<file path="src/rtl/ep_arb.sv">
// TRN-tx arbiter between the rx engine (A) and tx engine (B): round-robin grant with one
// dead cycle between owners, plus the shared 5-bit tag counter. Optional watchdog: EP_ARB_WATCHDOG_EN.
module ep_arb #(
  parameter int TMO = 1024
) (
  input  logic       clk,
  input  logic       rst,
  input  logic       req_ep_a,
  input  logic       drv_ep_a,
  input  logic       tag_inc_a,
  output logic       my_trn_a,
  input  logic       req_ep_b,
  input  logic       drv_ep_b,
  input  logic       tag_inc_b,
  output logic       my_trn_b,
  output logic [4:0] tag_trn,
  output logic       tag_err,
  output logic       wdog_expired
);

  localparam logic [1:0] IDLE  = 2'd0;
  localparam logic [1:0] GNT_A = 2'd1;
  localparam logic [1:0] GNT_B = 2'd2;
  localparam logic [1:0] TURN  = 2'd3;

  localparam logic LAST_A = 1'b0;
  localparam logic LAST_B = 1'b1;

  localparam logic [15:0] TMO_W = 16'(TMO);

  logic [1:0] state, state_nx;
  logic       last, last_nx;
  logic       wdog_hit;
  logic       own_inc, bad_inc;

  // IDLE and TURN share this: a lone request wins, a tie goes to whoever was not served last.
  function automatic logic [1:0] arbitrate(input logic ra, input logic rb, input logic lst);
    logic [1:0] nx;
    nx = IDLE;
    if (ra && rb)  nx = (lst == LAST_B) ? GNT_A : GNT_B;
    else if (ra)   nx = GNT_A;
    else if (rb)   nx = GNT_B;
    return nx;
  endfunction

  function automatic logic [4:0] tag_next(input logic [4:0] t);
    return t + 5'd1;
  endfunction

  always_comb begin
    state_nx = state;
    last_nx  = last;
    case (state)
      GNT_A: if (!(req_ep_a || drv_ep_a) || wdog_hit) state_nx = TURN;
      GNT_B: if (!(req_ep_b || drv_ep_b) || wdog_hit) state_nx = TURN;
      default: begin
        state_nx = arbitrate(req_ep_a, req_ep_b, last);
        if (state_nx == GNT_A)      last_nx = LAST_A;
        else if (state_nx == GNT_B) last_nx = LAST_B;
      end
    endcase
  end

  always_ff @(posedge clk) begin
    if (rst) begin
      state <= IDLE;
      last  <= LAST_B;
    end else begin
      state <= state_nx;
      last  <= last_nx;
    end
  end

  assign my_trn_a = (state == GNT_A);
  assign my_trn_b = (state == GNT_B);

  // Only the current owner may advance the tag; any other pulse is a protocol error.
  assign own_inc = ((state == GNT_A) && tag_inc_a) || ((state == GNT_B) && tag_inc_b);
  assign bad_inc = (tag_inc_a && (state != GNT_A)) || (tag_inc_b && (state != GNT_B));

  always_ff @(posedge clk) begin
    if (rst) begin
      tag_trn <= 5'd0;
      tag_err <= 1'b0;
    end else begin
      if (own_inc) tag_trn <= tag_next(tag_trn);
      if (bad_inc) tag_err <= 1'b1;
    end
  end

`ifdef EP_ARB_WATCHDOG_EN
  logic [15:0] wd_cnt;
  logic        drv_seen;
  logic        in_gnt, own_req, own_drv;

  assign in_gnt  = (state == GNT_A) || (state == GNT_B);
  assign own_req = (state == GNT_A) ? req_ep_a : req_ep_b;
  assign own_drv = (state == GNT_A) ? drv_ep_a : drv_ep_b;

  // Fires on the TMO-th grant cycle in which the owner still has not started driving.
  assign wdog_hit = in_gnt && !drv_seen && !own_drv && own_req && (wd_cnt == TMO_W - 16'd1);

  always_ff @(posedge clk) begin
    if (rst) begin
      wd_cnt       <= 16'd0;
      drv_seen     <= 1'b0;
      wdog_expired <= 1'b0;
    end else begin
      wdog_expired <= wdog_hit;
      if (!in_gnt) begin
        wd_cnt   <= 16'd0;
        drv_seen <= 1'b0;
      end else if (!drv_seen) begin
        if (own_drv) drv_seen <= 1'b1;
        else         wd_cnt   <= wd_cnt + 16'd1;
      end
    end
  end
`else
  logic unused_tmo;
  assign unused_tmo   = ^TMO_W;
  assign wdog_hit     = 1'b0;
  assign wdog_expired = 1'b0;
`endif

endmodule

</file>
<file path="config.mk">
export PLATFORM = sky130hd
export DESIGN_NAME = ep_arb
export DESIGN_NICKNAME = d
export VERILOG_FILES = /design/src/rtl/ep_arb.sv
export SDC_FILE = /design/constraint.sdc
export NUM_CORES = 1
export LEC_CHECK = 0
export BUFFER_PORTS_ARGS = -buffer_cell sky130_fd_sc_hd__buf_2
export CAP_MARGIN = 20
export CORE_AREA = 2 2 39 41
export CTS_BUF_LIST = sky130_fd_sc_hd__clkbuf_4 sky130_fd_sc_hd__clkbuf_8 sky130_fd_sc_hd__clkbuf_16
export DETAILED_ROUTE_END_ITERATION = 10
export DIE_AREA = 0 0 41 43
export GPL_ROUTABILITY_DRIVEN = 0
export PLACE_DENSITY = 0.58
export SLEW_MARGIN = 20
export SYNTH_ARGS = -nofsm -noshare
export SYNTH_HDL_FRONTEND = slang
export SYNTH_SLANG_ARGS = --single-unit
</file>
<file path="constraint.sdc">
create_clock -name clk -period 2.11 [get_ports clk]
set_clock_uncertainty 0.1 [all_clocks]
set_input_delay 0.3165 -clock clk [delete_from_list [all_inputs] [get_ports clk]]
set_output_delay 0.3165 -clock clk [all_outputs]
set_load 0.03 [all_outputs]
</file>
Yosys cells after proc, flatten, opt, wreduce, memory -nomap -nowiden
Index checks and enable logic that the tools add are counted.

Register bits after elaboration: 9. Input port bits: 8. Output and inout port bits: 9. Word-level logic and storage cells: 37.

Add/subtract/negate cells: 1. Equal/unequal tests: 8. Muxes and demuxes: 10. Bitwise gates (word level): 1. Reduce and logical (&&, ||, !) cells: 13.

Operators by type and width (number): $mux 2 (7); $ne 2x2->1 const B (3); $add 5x1->5 const B (1); $logic_and 1x1->1 (5); $eq 2x1->1 const B (2); $eq 2x2->1 const B (2); $logic_or 1x1->1 (4); $pmux 2 s2 (1); $reduce_and 2->1 (2); $mux 1 (2); $ne 2x1->1 const B (1); $reduce_bool 2->1 (1); $reduce_or 2->1 (1); $not 1->1 (1).

Longest topological paths before layout
Gate-level depths: netlist of the first run.

Depth after elaboration: 7. Gate-level depth with buffers: 7. Mapped depth without buffers: 7.

Worst setup path after synthesis of the first run
Ideal clock, no wire load.

Kind: reg2reg. From: reg state[1]. To: reg tag_trn[3]. Setup time: 70 ps. Data arrival time: 1419 ps. Required time: 1940 ps. Path slack: 521 ps. Stages on the path, launching flop included: 6. Buffers on the path: 0. Period minus slack after synthesis: 1589 ps. Path through: dfxtp_1 inv_1 ha_1 a22oi_2 or3_1 a21oi_1.

Word-level cells in the longest chain between the ends: 3. Elaborated cells between the ends (all ways): 5. Those cells by class: 2 x eq/ne; 3 x reduce/logical.

RTL lines: from (decl) (RTL line 31) `logic [1:0] state, state_nx;`; from (signal assigned) (RTL line 69) `state <= state_nx;`; $eq 2x1->1; net my_trn_a (RTL line 11) `output logic my_trn_a,`; $logic_and 1x1->1 (RTL line 78) `assign own_inc = ((state == GNT_A) && tag_inc_a) || ((state == GNT_B) && tag_inc_b);`; $logic_or 1x1->1 (RTL line 78); to (signal assigned) (RTL line 86) `if (own_inc) tag_trn <= tag_next(tag_trn);`; to (decl) (RTL line 16) `output logic [4:0] tag_trn,`.

The timed path passes the listed nets, and every way through them passes these cells. A chain may end at the register's enable or synchronous reset.

Worst setup path in the final report of the first run
From: reg state[1]. To: out my_trn_a.

Word-level cells in the longest chain between the ends: 1.

RTL lines: $eq 2x1->1 (RTL line 74) `assign my_trn_a = (state == GNT_A);`; to (decl) (RTL line 11).

No other way between the ends.

==> impl_metrics.json, run 1 <==
{
  "status": "finished clean",
  "ir_drop_mv": 0.427,
  "pwr-share-clk_pct": 20.1,
  "cp-start-kind": "flop",
  "cts_hold_buf": 0,
  "die_x_um": 41,
  "cp-end-kind": "output port",
  "fin_crit_sh_pct": 72.1,
  "seq_power_share_pct": 34.9,
  "routedWlPerCell_um": 9.59,
  "cts_resized": 0,
  "finalMaxSlewViolations": 0,
  "core_um2": 1380,
  "path_class": "reg -> out",
  "drt-pass1-iter-count": 4,
  "synth_cell_types": 20,
  "syn_inst": 55,
  "internal_power_mw": 0.422,
  "period_minus_slack_ns": 1.52,
  "combinationalPowerShare_pct": 45.0,
  "post_cts_buffers": 0,
  "power.density_nw_per_um2": 1230,
  "fillers": 146,
  "antenna_cells": 0,
  "rsz0062_at_grt": "no",
  "placed_cell_area_um2": 553,
  "drt-total-wl_um": 844,
  "cp_max_fo": 4,
  "ys.flop_type": "dfxtp_1",
  "setup_tns_ns": 0,
  "cts.clk_slew.worst_paths_ns": 0.06,
  "clock_path_buffers": 2,
  "rows": 14,
  "grt_start_max_net_pins": 10,
  "die_y_um": 43,
  "p_leak_nw": 0.281,
  "num_vias": 418,
  "grt_pass1_wl_um": 1440,
  "mappedNetlistNets": 68,
  "synth_seq_cells": 9,
  "hold_viol": 0,
  "drt_iter0_drc": 5,
  "ys_seq_area_share_pct": 38.4,
  "antenna_found_initial": 0,
  "setup-violations-final": 0,
  "via_per_inst": 4.75,
  "ctsRootBufferMaster": "clkbuf_4",
  "clk_latency_ns": 0.26,
  "place_hpwl_um": 661,
  "crit_chain": "inv_1, ha_1, buf_2",
  "syn_area_per_cell_um2": 8.53,
  "cap_violations": 0,
  "crit_slowest_cell": "dfxtp_1",
  "die-area_um2": 1760,
  "cts_tree": "done",
  "fmax_mhz": 657,
  "async_flop_share_pct": 0,
  "synthesis.area_um2": 469,
  "areaGrowthSynthToFinish_pct": 24.3,
  "yosysWarningCount": 0,
  "htreeDepth": 1,
  "start_util_pct": 33.9,
  "ioPinCount": 17,
  "port-buffer-count": 15,
  "cp.arrival_ns": 1.11,
  "p_sw_mw": 0.297,
  "grt-ovfl-total": 0,
  "synth-edff-count": 0,
  "final_area_um2": 583,
  "holdWs_ns": 0.228,
  "max_stage_delay_ns": 0.38,
  "switching_share_pct": 41.3,
  "fin_nets": 86,
  "hold_class": "in -> reg",
  "grtUsageTotal_pct": 12.5,
  "drive_gt1_share_pct": 27.8,
  "grt_pass1_vias": 374,
  "drc": 0,
  "drtAntennaViolNets": 0,
  "cp_data_required_time_ns": 1.69,
  "cts_sinks": 9,
  "cts_buffers": 3
}
## per-stage QoR
step                      setup slack [ns]  util (%)  power, mW  std cells
after CTS                            0.575      42.1      0.731         88
after floorplan                      0.521         -      0.510         55
after detailed placement             0.472      40.0      0.582         84
final                                0.588      42.1      0.720         88
after global routing                 0.479      42.1      0.793         88
after global placement               0.448      40.0      0.580         84
## cells in the mapped netlist (2+ instances only)
library cell | count | area [µm²]
o21ai_0 | 6 | 30.0
a311oi_1 | 2 | 17.5
inv_1 | 7 | 26.3
ha_1 | 5 | 62.6
dfxtp_1 | 9 | 180
a21oi_1 | 5 | 25.0
nor2_1 | 4 | 15.0
nand3_1 | 2 | 10.0
or3_1 | 3 | 18.8
nand2_1 | 2 | 7.51
## placed cells by master (no fill, tap or decap), types with 2 or more instances in the layout
cell      instances
ha_1              5
buf_2            15
o21ai_0           6
a311oi_1          2
dfxtp_1           9
inv_1             7
a21oi_1           5
clkbuf_4          4
or3_1             3
nor2_1            4
nand2_1           2
nand3_1           2
## area by class of cell
type	instances	area, µm²	share of cell area, %
Inverter	7	26.3	4.51
Clock buffer	4	30.0	5.15
Sequential cell	9	180	30.9
Timing Repair Buffer	15	75.1	12.9
Tap cell	16	20.0	3.43
Multi-Input combinational cell	37	251	43.1
## critical path, delay by kind of cell (launching register included)
kind	cells	cell delay, ns
fa+ha+maj	1	0.22
buf+inv	2	0.25
flops	1	0.38
## kinds of logic after synthesis
family / count (synthesis) / synth area share, %
DFF: 9 / 38.4
muxes: 1 / 2.13
AOI/OAI and AO/OA: 16 / 21.9
and+or+nand+nor: 13 / 13.6
buffers and inverters: 9 / 8.00
xor gates and xnor gates: 1 / 1.87
adders and majority gates: 5 / 13.3
other: 1 / 0.799
## final timing paths
check / start / endpoint / slack, ns / depth (start not counted)
setup / recovery: state[1]$_SDFFE_PP0P_ / my_trn_a / 0.59 / 3
hold / removal: tag_inc_b / tag_err$_SDFFE_PP0P_ / 0.23 / 3
hold reg to reg: tag_err$_SDFFE_PP0P_ / tag_err$_SDFFE_PP0P_ / 0.38 / 2
setup reg to reg: last$_SDFFE_PP1P_ / last$_SDFFE_PP1P_ / 0.59 / 5
## power by group through the flow
stage          Combinational, mW  Sequential (mW)  Clock, mW
5_1_grt                    0.365            0.259      0.169
2_1_floorplan              0.230            0.281          0
3_5_place_dp               0.326            0.256          0
6_report                   0.324            0.251      0.145
3_3_place_gp               0.324            0.256          0
4_1_cts                    0.328            0.253      0.150
## metal layers
layer | GRT usage (%) | routed length (µm)
met1 | 15.7 | 370
met2 | 16.3 | 406
met3 | 3.14 | 44
met4 | 12.0 | 22
met5 | 0 | 0
## flip-flops by register name (all words and copies together) (netlist names)
| signal | count |
|---|---|
| tag_trn | 5 |
| state | 2 |
| tag_err | 1 |
| last | 1 |
Power figures use the tool's default switching activity.
==> run 2, diff against run 1 <==
PLACE_DENSITY = 0.6   (was 0.58)
clock period = 1.25 ns   (was 2.11 ns; I/O delays follow)
==> run 2 against run 1 <==
Compared with the run above: the run now ends with negative setup slack left; critical path depth increased by 3; wire length is 25% higher; global-route usage is 0.88 points higher; worst setup slack worse by 0.72 ns; non-clock buffer count increased by 8; design area grew 33%; die area unchanged.
==> impl_metrics.json, run 2 (synthesized netlist as in run 1, its figures left out) <==
{
  "status": "complete, but fails checks",
  "violations": "negative setup slack",
  "fmax_mhz": 724,
  "min_to": "tag_err$_SDFFE_PP0P_",
  "htreeDepth": 1,
  "largestRegisters": "tag_trn x5, state x2",
  "drtAntennaViolNets": 0,
  "drive_gt1_share_pct": 61.3,
  "internal_power_mw": 1.05,
  "grt_start_max_net_pins": 10,
  "via_per_inst": 5.04,
  "holdPathStages": 3,
  "fin_crit_sh_pct": 111,
  "grt_pass1_wl_um": 1570,
  "pwr-share-clk_pct": 14.2,
  "combinationalPowerShare_pct": 57.3,
  "drt-total-wl_um": 1050,
  "clk_latency_ns": 0.26,
  "routedWlPerCell_um": 11.0,
  "path_class": "reg -> reg",
  "rr_worst_depth": 6,
  "cp-end-kind": "flop",
  "drt-pass1-iter-count": 4,
  "setup_tns_ns": -0.790,
  "ioPinCount": 17,
  "met2_usage_pct": 22.2,
  "die-area_um2": 1760,
  "cts.clk_slew.worst_paths_ns": 0.06,
  "layout_commonest_cell": "buf_2",
  "ir_drop_mv": 0.815,
  "antenna_cells": 0,
  "cts_sinks": 9,
  "p_leak_nw": 0.341,
  "switching_share_pct": 38.8,
  "fin_nets": 94,
  "drt_iter0_drc": 6,
  "period_minus_slack_ns": 1.38,
  "cp.arrival_ns": 1.43,
  "clock_path_buffers": 2,
  "antenna_found_initial": 0,
  "crit_chain": "o21ai_2, inv_1, ha_1, nand2b_4, nor2_1, a211o_1",
  "place_hpwl_um": 741,
  "top_register": "tag_trn",
  "grtUsageTotal_pct": 13.4,
  "num_vias": 484,
  "cp_max_fo": 3,
  "seq_power_share_pct": 28.5,
  "die_y_um": 43,
  "holdCritStartpoint": "tag_inc_b",
  "p_sw_mw": 0.668,
  "cts_buffers": 3,
  "grtUsageMet3_pct": 6.28,
  "globalRoute.busiestLayer": "met2",
  "finalMaxSlewViolations": 0,
  "power.density_nw_per_um2": 2210,
  "die_x_um": 41,
  "core_um2": 1380,
  "reg2reg_to": "last$_SDFFE_PP1P_",
  "hold_class": "in -> reg",
  "rows": 14,
  "start_util_pct": 33.9,
  "largest_reg_flops": 5,
  "areaGrowthSynthToFinish_pct": 65.9,
  "setup-violations-final": 8,
  "cts_tree": "done",
  "fillers": 137,
  "r2r_slack_ns": -0.13,
  "cap_violations": 0,
  "crit_slowest_cell": "dfxtp_2",
  "place_ws_ns": -0.180,
  "cp_data_required_time_ns": 1.30,
  "rsz0062_at_grt": "yes",
  "met1_usage_pct": 13.3,
  "max_stage_delay_ns": 0.33,
  "grt-ovfl-total": 0,
  "ctsRootBufferMaster": "clkbuf_4",
  "grt_pass1_vias": 414,
  "mostFrequentLayoutCells": "buf_2 (13), inv_1 (5), buf_6 (5), buf_4 (5)",
  "port-buffer-count": 15,
  "cp-start-kind": "flop",
  "r2r_start": "last$_SDFFE_PP1P_",
  "worst_slack_ns": -0.132,
  "hold_viol": 0,
  "drc": 0
}
[run 2: how the worst max path moves through the flow]
stage	start	end	slack [ns]
2_1_floorplan	state[1]$_SDFFE_PP0P_	tag_trn[1]$_SDFFE_PP0P_	-0.08
3_3_place_gp	state[0]$_SDFFE_PP0P_	tag_trn[1]$_SDFFE_PP0P_	-0.18
3_5_place_dp	state[0]$_SDFFE_PP0P_	tag_trn[1]$_SDFFE_PP0P_	-0.18
4_1_cts	last$_SDFFE_PP1P_	last$_SDFFE_PP1P_	-0.14
5_1_grt	last$_SDFFE_PP1P_	last$_SDFFE_PP1P_	-0.18
6_report	last$_SDFFE_PP1P_	last$_SDFFE_PP1P_	-0.13
[run 2: cell type report]
type                       instances  area, µm²  share of cell area, %
sequential                         9        196                   25.2
clock buffer                       4       30.0                   3.86
multi-input combinational         37        344                   44.2
tap                               16       20.0                   2.57
inverter                           7       28.8                   3.70
timing repair buffer              23        159                   20.4
[run 2: power by group through the flow]
stage	clock, mW	sequential (mW)	combinational [mW]
floorplan	0	0.511	0.457
global placement	0	0.468	0.707
detailed placement	0	0.471	0.710
CTS	0.255	0.476	0.865
global route	0.273	0.503	1.09
finish	0.244	0.491	0.986
[run 2: per-stage QoR]
step / power, mW / cells / instance area, µm² / util (%) / hold WS (ns)
2_1_floorplan: 0.968 / 55 / 504 / - / 0.243
3_3_place_gp: 1.18 / 90 / 633 / 45.8 / 0.360
3_5_place_dp: 1.18 / 90 / 633 / 45.8 / 0.378
4_1_cts: 1.60 / 96 / 724 / 52.4 / 0.0880
5_1_grt: 1.87 / 96 / 778 / 56.2 / 0.117
6_report: 1.72 / 96 / 778 / 56.2 / 0.117
[run 2: critical path: cells and delay by family (launching register included)]
kind	cells	cell delay, ns
adder cells (fa/ha/maj)	1	0.27
AO/OA/AOI/OAI	2	0.37
flip-flops	1	0.33
buffers and inverters	1	0.06
AND/OR/NAND/NOR	2	0.15
[run 2: timing repair]
action	4_1_cts	5_1_grt
gates resized for setup	13	13
cloned	0	0
pin swaps	5	3
hold buffers	0	0
endpoints found under the setup margin	11	11
buffers inserted	2	0
[run 2: layer usage]
metal,part of all wire [%],wire [µm]
met4,0.76,8
met3,4.2,44
met2,58,610
met5,0,0
met1,37,389
==> run 3, diff against run 2 <==
TNS_END_PERCENT = 20   (was not set)
==> run 3 against run 2 <==
Compared with the run above: the run still ends with negative setup slack left; count of clock-buffer cells in the layout stayed put; via count is 5.6% lower; first-iteration DRC count is 17% higher; register-to-register slack hardly changed; critical path type unchanged; largest power group unchanged.
==> impl_metrics.json, run 3 (synthesized netlist as in run 1, its figures left out) <==
{
  "status": "complete, but fails checks",
  "violations": "negative setup slack",
  "core_um2": 1380,
  "p_leak_nw": 0.350,
  "highest_layer": "met3",
  "die-area_um2": 1760,
  "cp-start-kind": "flop",
  "fin_nets": 96,
  "hold_viol": 0,
  "areaGrowthSynthToFinish_pct": 65.9,
  "clk_latency_ns": 0.26,
  "mostFrequentLayoutCells": "buf_2 (13), buf_4 (7), inv_1 (5), clkbuf_4 (5)",
  "postLayoutCoreUtil_pct": 56.2,
  "drt_iter0_drc": 7,
  "cap_violations": 0,
  "cp_max_fo": 3,
  "largestRegisters": "tag_trn x5, state x2",
  "via_per_inst": 4.66,
  "place_hpwl_um": 728,
  "die_y_um": 43,
  "cp-end-kind": "flop",
  "num_vias": 457,
  "dr_wl_met2_um": 430,
  "grt_pass1_wl_um": 1320,
  "met3_length_um": 51,
  "fmax_mhz": 721,
  "top_register": "tag_trn",
  "finalMaxSlewViolations": 0,
  "multi_input_area_um2": 333,
  "fillers": 136,
  "largest_reg_flops": 5,
  "place_inst": 92,
  "routedWlPerCell_um": 9.53,
  "hold_class": "in -> reg",
  "grt_start_max_net_pins": 10,
  "drt-pass1-iter-count": 4,
  "antenna_cells": 0,
  "grtUsageTotal_pct": 11.3,
  "r2r_slack_ns": -0.14,
  "cp-startpoint": "last$_SDFFE_PP1P_",
  "antenna_found_initial": 0,
  "clock_path_buffers": 2,
  "place_ws_ns": -0.180,
  "start_util_pct": 33.9,
  "ir_drop_mv": 1.03,
  "path_class": "reg -> reg",
  "setup_tns_ns": -0.798,
  "power.density_nw_per_um2": 2270,
  "crit_end": "last$_SDFFE_PP1P_",
  "layout_commonest_cell": "buf_2",
  "drc": 0,
  "die_x_um": 41,
  "drt-total-wl_um": 934,
  "r2r_start": "last$_SDFFE_PP1P_",
  "grt_pass1_vias": 326,
  "fin_crit_sh_pct": 111,
  "rows": 14,
  "worst_slack_ns": -0.138,
  "cp_data_required_time_ns": 1.29,
  "reg2reg_to": "last$_SDFFE_PP1P_",
  "port-buffer-count": 15,
  "stdcell_count": 98,
  "setup-violations-final": 8,
  "drtAntennaViolNets": 0,
  "holdWs_ns": 0.0930,
  "ctsRootBufferMaster": "clkbuf_4",
  "ioPinCount": 17,
  "cts_tree": "done",
  "rr_worst_depth": 6,
  "drive_gt1_share_pct": 61.0,
  "m1WireLength_um": 452,
  "cp.arrival_ns": 1.43,
  "cts.clk_slew.worst_paths_ns": 0.06,
  "rsz0062_at_grt": "yes",
  "cts_buffers": 3,
  "cts_sinks": 9,
  "seqCellArea_um2": 196,
  "cts_hold_buf": 0,
  "grt-ovfl-total": 0,
  "htreeDepth": 1,
  "period_minus_slack_ns": 1.39
}
## run 3: cell types whose count changed in the layout (fill, tap and decap cells not counted), sizes merged
cell / change
clkbuf: +1
buf: +1
## run 3: timing repair
action | in CTS | in global routing
buffers inserted | 2 | 1
endpoints found under the setup margin | 10 | 11
pin swaps | 5 | 3
resized for setup | 10 | 14
## run 3: per-layer routing
layer	vias to the layer above	track usage [%]
li1	244	-
met1	201	14.7
met2	12	14.4
met3	0	6.28
met4	0	6.00
met5	-	0
## run 3: layout make-up
class / instances / area share, %
Clock buffer: 4 / 3.86
Inverter: 7 / 3.70
Multi-Input combinational cell: 37 / 42.8
Sequential cell: 9 / 25.2
Tap cell: 16 / 2.57
Timing Repair Buffer: 25 / 21.9
## run 3: how the worst min path moves through the flow
| stage | from | end | slack [ns] | cells after the start |
|---|---|---|---|---|
| after floorplan | tag_inc_b | tag_err$_SDFFE_PP0P_ | 0.24 | 2 |
| after global placement | tag_inc_b | tag_err$_SDFFE_PP0P_ | 0.36 | 3 |
| after detailed placement | tag_inc_b | tag_err$_SDFFE_PP0P_ | 0.37 | 3 |
| after CTS | tag_inc_b | tag_err$_SDFFE_PP0P_ | 0.09 | 3 |
| after global routing | tag_inc_b | tag_err$_SDFFE_PP0P_ | 0.09 | 3 |
| final | tag_inc_b | tag_err$_SDFFE_PP0P_ | 0.09 | 3 |
## run 3: power by group
| group | switching [mW] | total, mW | internal [mW] |
|---|---|---|---|
| sequential | 0.0855 | 0.481 | 0.395 |
| combinational | 0.490 | 1.04 | 0.554 |
| clock | 0.0972 | 0.242 | 0.144 |
## run 3: stage by stage
step	cell area, µm²	total power [mW]
2_1_floorplan	504	0.968
3_3_place_gp	648	1.20
3_5_place_dp	648	1.22
4_1_cts	726	1.61
5_1_grt	778	1.90
6_report	778	1.77
## run 3: critical path, cell delays in order (launching register included)
cell,delay [ns]
dfxtp_2,0.33
o21ai_2,0.12
inv_1,0.05
ha_1,0.26
nand2b_4,0.12
nor2_2,0.03
a211o_1,0.25
